`config.mk`:
```
export PLATFORM = sky130hd
export DESIGN_NAME = oets_sched
export DESIGN_NICKNAME = d
export VERILOG_FILES = /design/src/rtl/oets_sched_pkg.sv /design/src/rtl/oets_sched_cmp_delay_line.sv /design/src/rtl/oets_sched.sv
export SDC_FILE = /design/constraint.sdc
export NUM_CORES = 2
export LEC_CHECK = 0
export CORE_MARGIN = 2
export CORE_UTILIZATION = 45
export CTS_CLUSTER_DIAMETER = 100
export CTS_CLUSTER_SIZE = 10
export DETAILED_ROUTE_END_ITERATION = 6
export PLACE_DENSITY = 0.64
export REMOVE_ABC_BUFFERS = 1
export SLEW_MARGIN = 10
export SYNTH_ARGS = -nofsm -noshare
export SYNTH_HDL_FRONTEND = slang
export SYNTH_SLANG_ARGS = --single-unit
```
`constraint.sdc`:
```
create_clock -name clk -period 3.8 [get_ports clk]
set_input_delay 0.76 -clock clk [delete_from_list [all_inputs] [get_ports clk]]
set_output_delay 0.76 -clock clk [all_outputs]
set_load 0.05 [all_outputs]
```
`src/rtl/oets_sched_pkg.sv`:
```
// Shared types and helpers for the odd-even transposition sort scheduler.
package oets_sched_pkg;

  // Block-level FSM: fill the bank, run the compare phases, stream out.
  typedef enum logic [1:0] {
    ST_LOAD  = 2'd0,
    ST_SORT  = 2'd1,
    ST_DRAIN = 2'd2
  } state_t;

  // Ceiling log2, never below 1 so that index vectors always have a bit.
  function automatic int clog2(input int n);
    int r;
    r = 0;
    while ((1 << r) < n) begin
      r = r + 1;
    end
    if (r == 0) begin
      r = 1;
    end
    return r;
  endfunction

  // Compare-exchange pairs in one phase: even phases cover (0,1),(2,3)...,
  // odd phases skip both ends and cover (1,2),(3,4)...
  function automatic int pair_count(input int depth, input logic odd_phase);
    return odd_phase ? (depth / 2 - 1) : (depth / 2);
  endfunction

endpackage

```
`src/rtl/oets_sched_cmp_delay_line.sv`:
```
// Valid + pair-index delay line matching the external compare unit latency.
// Only the valid bits carry reset so that in-flight returns are dropped.
module cmp_delay_line #(
  parameter int LATENCY = 1,
  parameter int WIDTH   = 3
) (
  input  logic             clk,
  input  logic             rst,
  input  logic             in_valid,
  input  logic [WIDTH-1:0] in_idx,
  output logic             out_valid,
  output logic [WIDTH-1:0] out_idx
);

  generate
    if (LATENCY == 0) begin : g_thru
      // Combinational compare unit: writeback lands in the issue cycle.
      logic unused_clk_rst;
      assign unused_clk_rst = clk ^ rst;
      assign out_valid      = in_valid;
      assign out_idx        = in_idx;
    end else begin : g_pipe
      logic             valid_reg [LATENCY];
      logic [WIDTH-1:0] idx_reg   [LATENCY];

      // Valid shift chain, cleared by reset to discard pairs in flight.
      always_ff @(posedge clk or posedge rst) begin
        if (rst) begin
          for (int i = 0; i < LATENCY; i++) begin
            valid_reg[i] <= 1'b0;
          end
        end else begin
          valid_reg[0] <= in_valid;
          for (int i = 1; i < LATENCY; i++) begin
            valid_reg[i] <= valid_reg[i-1];
          end
        end
      end

      // Index shift chain; qualified by the valids so it needs no reset.
      always_ff @(posedge clk) begin
        idx_reg[0] <= in_idx;
        for (int i = 1; i < LATENCY; i++) begin
          idx_reg[i] <= idx_reg[i-1];
        end
      end

      assign out_valid = valid_reg[LATENCY-1];
      assign out_idx   = idx_reg[LATENCY-1];
    end
  endgenerate

endmodule

```
`src/rtl/oets_sched.sv`:
```
// Odd-even transposition sort scheduler: buffers a block, routes every
// compare-exchange pair through a shared external compare unit, then
// streams the ordered block out. Direction is decided by the compare unit.
module oets_sched
  import oets_sched_pkg::*;
#(
  parameter int DATA_WIDTH  = 64,
  parameter int DEPTH       = 8,
  parameter int CMP_LATENCY = 1
) (
  input  logic                  clk,
  input  logic                  rst,
  input  logic [DATA_WIDTH-1:0] s_data,
  input  logic                  s_valid,
  output logic                  s_ready,
  output logic [DATA_WIDTH-1:0] m_data,
  output logic                  m_valid,
  input  logic                  m_ready,
  output logic                  m_last,
  output logic [DATA_WIDTH-1:0] trans_data0,
  output logic [DATA_WIDTH-1:0] trans_data1,
  output logic                  trans_valid,
  input  logic [DATA_WIDTH-1:0] rece_data0,
  input  logic [DATA_WIDTH-1:0] rece_data1,
  output logic                  busy
);

  localparam int IDX_W = clog2(DEPTH);
  // Phase cycle counter spans issue slots plus the writeback tail.
  localparam int CYC_W = clog2(DEPTH / 2 + CMP_LATENCY + 1);

  state_t                  state_reg;
  state_t                  state_next;
  logic [IDX_W-1:0]        wr_idx_reg;
  logic [IDX_W-1:0]        rd_idx_reg;
  logic [IDX_W-1:0]        phase_reg;
  logic [CYC_W-1:0]        cyc_reg;
  logic [DATA_WIDTH-1:0]   bank_reg [DEPTH];

  int                      npairs;
  logic                    issue;
  logic                    phase_end;
  logic                    sort_done;
  logic [IDX_W-1:0]        issue_idx;
  logic [IDX_W-1:0]        issue_idx_hi;
  logic                    load_fire;
  logic                    last_load;
  logic                    drain_fire;
  logic                    last_drain;
  logic                    dl_valid;
  logic                    wb_valid;
  logic [IDX_W-1:0]        wb_idx;
  logic [IDX_W-1:0]        wb_idx_hi;

  // Handshake qualifiers for the load and drain streams.
  always_comb begin
    load_fire  = (state_reg == ST_LOAD) && s_valid;
    last_load  = (wr_idx_reg == IDX_W'(DEPTH - 1));
    drain_fire = (state_reg == ST_DRAIN) && m_ready;
    last_drain = (rd_idx_reg == IDX_W'(DEPTH - 1));
  end

  // Phase sequencing: issue one pair per cycle, then wait out the latency
  // so the next phase never reads a word whose writeback is still pending.
  always_comb begin
    npairs       = pair_count(DEPTH, phase_reg[0]);
    issue        = (state_reg == ST_SORT) && (int'(cyc_reg) < npairs);
    phase_end    = (state_reg == ST_SORT) &&
                   (int'(cyc_reg) == npairs + CMP_LATENCY - 1);
    sort_done    = phase_end && (int'(phase_reg) == DEPTH - 1);
    issue_idx    = IDX_W'(2 * int'(cyc_reg) + int'(phase_reg[0]));
    issue_idx_hi = issue_idx + IDX_W'(1);
  end

  cmp_delay_line #(
    .LATENCY (CMP_LATENCY),
    .WIDTH   (IDX_W)
  ) u_delay (
    .clk       (clk),
    .rst       (rst),
    .in_valid  (issue),
    .in_idx    (issue_idx),
    .out_valid (dl_valid),
    .out_idx   (wb_idx)
  );

  // Returned pair is only trusted while sorting.
  always_comb begin
    wb_valid  = dl_valid && (state_reg == ST_SORT);
    wb_idx_hi = wb_idx + IDX_W'(1);
  end

  // Register bank: load port in LOAD, two-word writeback port in SORT.
  // Pairs in a phase are disjoint so the writeback never collides.
  always_ff @(posedge clk) begin
    for (int i = 0; i < DEPTH; i++) begin
      if (load_fire && (wr_idx_reg == IDX_W'(i))) begin
        bank_reg[i] <= s_data;
      end else if (wb_valid && (wb_idx == IDX_W'(i))) begin
        bank_reg[i] <= rece_data0;
      end else if (wb_valid && (wb_idx_hi == IDX_W'(i))) begin
        bank_reg[i] <= rece_data1;
      end
    end
  end

  // Load write pointer.
  always_ff @(posedge clk or posedge rst) begin
    if (rst) begin
      wr_idx_reg <= '0;
    end else if (load_fire) begin
      wr_idx_reg <= last_load ? '0 : wr_idx_reg + IDX_W'(1);
    end
  end

  // Phase cycle and phase number counters.
  always_ff @(posedge clk or posedge rst) begin
    if (rst) begin
      cyc_reg   <= '0;
      phase_reg <= '0;
    end else begin
      if (state_reg == ST_SORT) begin
        cyc_reg <= phase_end ? '0 : cyc_reg + CYC_W'(1);
      end else begin
        cyc_reg <= '0;
      end
      if (phase_end) begin
        phase_reg <= sort_done ? '0 : phase_reg + IDX_W'(1);
      end
    end
  end

  // Drain read pointer.
  always_ff @(posedge clk or posedge rst) begin
    if (rst) begin
      rd_idx_reg <= '0;
    end else if (drain_fire) begin
      rd_idx_reg <= last_drain ? '0 : rd_idx_reg + IDX_W'(1);
    end
  end

  // FSM state register.
  always_ff @(posedge clk or posedge rst) begin
    if (rst) begin
      state_reg <= ST_LOAD;
    end else begin
      state_reg <= state_next;
    end
  end

  // FSM next-state logic.
  always_comb begin
    state_next = state_reg;
    case (state_reg)
      ST_LOAD:  if (load_fire && last_load)   state_next = ST_SORT;
      ST_SORT:  if (sort_done)                state_next = ST_DRAIN;
      ST_DRAIN: if (drain_fire && last_drain) state_next = ST_LOAD;
      default:                                state_next = ST_LOAD;
    endcase
  end

  // FSM outputs; every data output is forced to zero when not in use.
  always_comb begin
    s_ready     = 1'b0;
    busy        = 1'b1;
    m_valid     = 1'b0;
    m_last      = 1'b0;
    m_data      = '0;
    trans_valid = 1'b0;
    trans_data0 = '0;
    trans_data1 = '0;
    case (state_reg)
      ST_LOAD: begin
        s_ready = 1'b1;
        busy    = 1'b0;
      end
      ST_SORT: begin
        if (issue) begin
          trans_valid = 1'b1;
          trans_data0 = bank_reg[issue_idx];
          trans_data1 = bank_reg[issue_idx_hi];
        end
      end
      ST_DRAIN: begin
        m_valid = 1'b1;
        m_data  = bank_reg[rd_idx_reg];
        m_last  = last_drain;
      end
      default: begin
        busy = 1'b1;
      end
    endcase
  end

endmodule

```
=== Yosys cells after proc, flatten, opt, wreduce, memory -nomap -nowiden ===
Memories as Yosys holds them, arrays and structs flattened.
Cells that the tools add are included.

* Output and inout bits: 197
* RAM bits: 515
* Register bits after elaboration: 15
* Memories kept: 2

{| class="wikitable"
|+ Memory list
! name !! depth !! bits a word !! rd ports !! clocked after Yosys merged registers in !! wr ports !! line !! source
|-
| bank_reg || 8 || 64 || 3 || 0 || 2 || oets_sched.sv:38 || <nowiki>logic [DATA_WIDTH-1:0] bank_reg [DEPTH];</nowiki>
|-
| u_delay.g_pipe.idx_reg || 1 || 3 || 1 || 0 || 1 || oets_sched_cmp_delay_line.sv:24 || <nowiki>logic [WIDTH-1:0] idx_reg [LATENCY];</nowiki>
|}

* Eq/ne operators: 29
* $add $sub $neg: 9
* Mux-type cells: 127
* Reduce and logical (&&, ||, !) cells: 42
* Bitwise operators: 16
* Order comparisons: 1

{| class="wikitable"
|+ Operators with widths
! cell !! number
|-
| $mux 64 || 27
|-
| $reduce_or 64->1 || 6
|-
| $mux 1 || 84
|-
| $eq 3x3->1 const B || 13
|-
| $mux 3 || 12
|-
| $logic_and 1x1->1 || 31
|-
| $add 3x1->3 const B || 6
|-
| $eq 3x2->1 const B || 6
|-
| $or 1x1->1 || 16
|-
| $eq 3x1->1 const B || 4
|-
| $logic_not 3->1 || 3
|-
| $mux 2 || 3
|-
| $pmux 2 s3 || 1
|-
| $eq 4x5->1 || 1
|-
| $sub 4x1->5 const B || 1
|-
| $add 3x1->4 const B || 1
|-
| $ne 2x1->1 const B || 2
|-
| $add 3x1->3 || 1
|-
| $lt 3x3->1 || 1
|-
| $reduce_and 3->1 || 1
|-
| $eq 2x1->1 const B || 1
|-
| $eq 2x2->1 const B || 1
|-
| $logic_not 2->1 || 1
|-
| $ne 2x2->1 const B || 1
|}

=== Logic depth before layout (Yosys ltp) ===
An unclocked memory read counts as a cell.

* Depth after elaboration: 13
* Mapped depth: 10
* Depth with buffers taken out: 7

=== Modules after synthesis ===
Synthesis repeated with hierarchy kept, for this count alone.

* Cells, all modules: 4,608
* Area, all modules: 40,536.4 um^2

{| class="wikitable"
|+ By module, submodules not included
! module !! cells an instance !! times used !! area each (um^2)
|-
| oets_sched || 4,603 || 1 || 40,447.5
|-
| cmp_delay_line || 5 || 1 || 88.8
|}

=== Worst setup path after synthesis ===
No wires, ideal clock.

* Path type: register to output
* From: register cyc_reg[0]
* To: output port trans_data1[10]
* Data required time: 3.040 ns
* Stages on the path, launching flop included: 9
* Path slack: -1.096 ns
* Data arrival time: 4.136 ns
* Path buffers: 4
* Path through: dfrtp_1 -> inv_1 -> ha_1 -> buf_2 -> buf_4 -> buf_2 -> buf_1 -> a211oi_1 -> a2111oi_0

* Longest elaborated chain between the ends: 5
* Elaborated cells between the ends (all ways): 7
* Classes of those cells: add/sub: 2; order compare: 1; mux: 2; reduce/logical: 1; memory: 1

{| class="wikitable"
|+ Ends and longest elaborated chain
! element !! line !! source
|-
| start, declared || oets_sched.sv:37 || <nowiki>logic [CYC_W-1:0] cyc_reg;</nowiki>
|-
| start signal, assigned || oets_sched.sv:123 || <nowiki>cyc_reg <= phase_end ? '0 : cyc_reg + CYC_W'(1);</nowiki>
|-
| $add 3x1->3 || oets_sched.sv:71 || <nowiki>issue_idx = IDX_W'(2 * int'(cyc_reg) + int'(phase_reg[0]));</nowiki>
|-
| $add 3x1->3 || oets_sched.sv:72 || <nowiki>issue_idx_hi = issue_idx + IDX_W'(1);</nowiki>
|-
| $mem_v2 8x64 || - ||
|-
| $mux 64 (*) || oets_sched.sv:178 || <nowiki>if (issue) begin</nowiki>
|-
| $mux 64 (*) || oets_sched.sv:172 || <nowiki>case (state_reg)</nowiki>
|-
| end, declared || oets_sched.sv:21 || <nowiki>output logic [DATA_WIDTH-1:0] trans_data1,</nowiki>
|}

Mark *: on every way between the ends. The rest lies on a longest branch, timed or not.

=== Worst setup path in the final report ===
* From: register cyc_reg[0]
* To: output port trans_data1[56]

Same word-level chain as after synthesis.

==> metrics.txt <==
port buffer count 392; nets@finish slightly below 5000; DIE WIDTH slightly above 300 µm; syn_area_per_cell 8.80 µm²; largest cells by area after synthesis edfxtp_1 38%, mux2i_1 14%, nand2_1 7.3%, a31oi_1 5.9%, nor2_1 4.9%; worst slew pin tran approximately 1.1 ns; Finish-stage setup viols 4; post-route ant nets 0; Clk pwr share ~15%; pin count of the biggest net entering global routing approximately 150; max FFs per register a little over 500; CP startpoint kind flop; Worst-path clk slew 0.06 ns; Clock Skew between 0.015 and 0.02 ns; DRT Pass-1 Iters 7; Worst-Skew Late Latency 0.64 ns; Worst Reg-to-Reg Cells 6; layout cells sized above 1 16.2%; Vias/cell just under 7; critical path peak fanout 17; initial antenna violation count 40; HP Class flop to flop; fin util 56.5%; Synth Area in XOR/XNOR 0.0617%; Synth area leader edfxtp_1; max-cap violation count 0; relative slew slack between 20% and 30%; Adder-Cell Fraction of Synth Area less than 1%; die area ~93000 µm²; outcome complete, but fails checks; # hold bufs at CTS 0; Syn-to-layout area delta 25.0%; post-synthesis sequential area ratio between 30% and 40%; CTS tree built; GRT Total Usage between 30% and 40%; post-synthesis simple-gate area fraction 18.0%; Seq pwr share between 20% and 30%; die height 304 µm; WL/cell around 30 µm; Post-synth EDFFs 512; Placed Instance Area approximately 48000 µm²; Final WS setup -0.0522 ns; Clock Sinks 530; post-synthesis mux area share 17.8%; Peak supply drop about 0.00044 V; final worst path period share 101%; first-pass GRT wire length ~260000 µm; fmax about 0.26 GHz; Synth Register Bits 530; Comb pwr share between 50% and 60%; H-tree depth 2; Lkg Pwr 0.0195 µW; asr flop ratio synth between 2 and 3%; Compound-Gate Fraction of Synth Area 17.6%; PwrDens slightly below 700 nW/µm²; Worst Setup End Kind output pin; starting density of the core around 45%; Hold Violations, Final 0; largest family of logic cells by synthesized area simple AND/OR/NAND/NOR gates; post-route cell area approximately 51000 µm²; Syn Inst Count about 4600; Detailed Place HPWL ~100000 µm; kind of critical path flop to output pin; placeable core region 89700 µm²; Clock Root Buffer clkbuf_16; fin crit period 3.85 ns; Rows 110; Critical Path AT 3.09 ns; YS warnings 0; Sw Ratio around 45%; DRT Wirelength 182000 µm; 1st-iter DRT viols between 5000 and 6000; Worst EP required a little over 3 ns; fillers between 7000 and 8000; worst slack, placed -0.214 ns; P_int around 19000 µW; number of global-route vias before repair 38700; violated checks design-rule violations, negative setup slack; # DRC 2; share of the synthesized area in the top cell type ~38%; hold path depth 1; Overflow after GRT 0; CTS Buffer Depth 3; synthesized cell area roughly 40000 µm²; Yosys cell types 48; io pins ~400; sw power between 15000 and 20000 µW; top_reg_cell synth edfxtp_1; Num CTS Buffers 58; RD Place Congestion 0.889; max-slew violations 0; DR vias roughly 40000
## path summary, 6_finish.rpt
kind | start | endpoint | slack (ns)
worst max-delay path | cyc_reg[0]$_DFF_PP0_ | trans_data1[56] | -0.05
worst min-delay path | phase_reg[1]$_DFFE_PP0P_ | phase_reg[1]$_DFFE_PP0P_ | 0.53
worst max register to register | state_reg[1]$_DFFE_PP0P_ | bank_reg[7][30]$_DFFE_PP_ | 0.79
worst min register to register | phase_reg[1]$_DFFE_PP0P_ | phase_reg[1]$_DFFE_PP0P_ | 0.53
max in group asynchronous | rst | cyc_reg[1]$_DFF_PP0_ | 2.67
min in group asynchronous | rst | wr_idx_reg[2]$_DFFE_PP0P_ | 0.62
## power by group through the flow
stage | logic [µW] | registers [µW] | clock network (µW)
after floorplan | 9440 | 8920 | 0
after global placement | 18700 | 8710 | 0
after detailed placement | 18900 | 8730 | 0
after CTS | 19600 | 8600 | 5180
after global routing | 21200 | 8680 | 5370
final | 20600 | 8600 | 5210
## layout by cell type, fill, tap and decap left out, types with 6 or more instances in the layout
cell,Yosys,routed
nand2_1,786,774
mux2i_1,576,576
nor2_1,525,518
edfxtp_1,512,512
a31oi_1,383,383
buf_12,0,256
clkdlybuf4s50_1,0,198
nor2b_1,196,195
buf_4,14,185
a21oi_1,135,135
mux2_2,131,131
a22oi_1,128,128
a211oi_1,129,127
a2111oi_0,128,73
o22ai_1,64,64
and3_1,65,64
a22o_1,64,64
clkbuf_16,0,64
nor4_1,64,50
a2111oi_2,0,32
diode_2,0,30
ha_1,18,17
a2111oi_1,0,16
nor4_2,0,12
clkbuf_1,312,12
nand2_4,0,11
dfrtp_1,15,10
nor2_4,0,8
inv_1,9,7
a2111oi_4,0,7
nand3_4,0,7
buf_16,0,7
nand3_1,13,6
## kinds of logic (layout without fill, tap and decap cells)
logic type	Yosys count	count (layout)
flip-flops	530	530
XOR/XNOR	2	2
buffers and inverters	627	743
AND/OR/NAND/NOR	1685	1687
AO/OA/AOI/OAI	1042	1042
other	0	30
multiplexers	707	707
adder cells (fa/ha/maj)	18	18
## worst max-delay path, cell delays in order (launching register included)
cell,delay (ns)
dfrtp_2,0.45
ha_1,0.27
xnor2_4,0.25
nand2b_4,0.21
buf_12,0.14
buf_12,0.17
o22ai_1,0.13
a2111oi_2,0.45
buf_4,0.23
buf_12,0.14
## cells in the mapped netlist, types with 3 or more instances
library cell  instances
mux2_2              131
buf_6                25
dfxtp_1               3
o22ai_1              64
buf_4                14
a22oi_1             128
nor2b_1             196
a2111oi_0           128
nand2b_1              5
ha_1                 18
inv_1                 9
nor2_1              525
clkbuf_1            312
a21oi_1             135
edfxtp_1            512
clkbuf_2             39
nand3b_1              5
a31oi_1             383
mux2i_1             576
dfrtp_1              15
and2_1                4
a21o_1                4
nand2_1             786
and3_1               65
and3b_1               4
a22o_1               64
nand3_1              13
o21ai_0               6
a211oi_1            129
nor4_1               64
buf_1                81
buf_2               145
or3_1                 4
## cell type report
cell class,instances,area (µm²),share of cell area (%)
clock buffers,73,1570,3.10
flip-flops and latches,530,15800,31.2
diodes,30,75.1,0.148
inverters,11,46.3,0.0913
repair buffers,659,8940,17.6
well taps,1176,1470,2.90
multi-input cells,3456,22800,44.9
## per-layer routing
metal / vias to the layer above / GRT usage [%] / part of all wire (%)
li1: 17100 / - / -
met1: 18900 / 46.0 / 35
met2: 3298 / 58.8 / 45
met3: 962 / 8.75 / 13
met4: 16 / 26.0 / 7.6
met5: - / 0 / 0.056
## metrics by stage
stage	power, µW	TNS [ns]	hold slack [ns]	std cells
floorplan	18400	-2579.44	0.457	3995
global placement	27400	-0.257	0.492	5788
detailed placement	27600	-0.400	0.508	5788
CTS	33400	0	0.522	5885
global route	35300	-0.677	0.540	5932
finish	34500	-0.108	0.527	5935
## timing repair
action                                  CTS  global route
gates cloned                              4             4
pin swaps                                 3             9
setup buffers                            20            16
gates resized for setup                  71            72
endpoints found under the setup margin  109           137
Power figures use the tool's default switching activity.
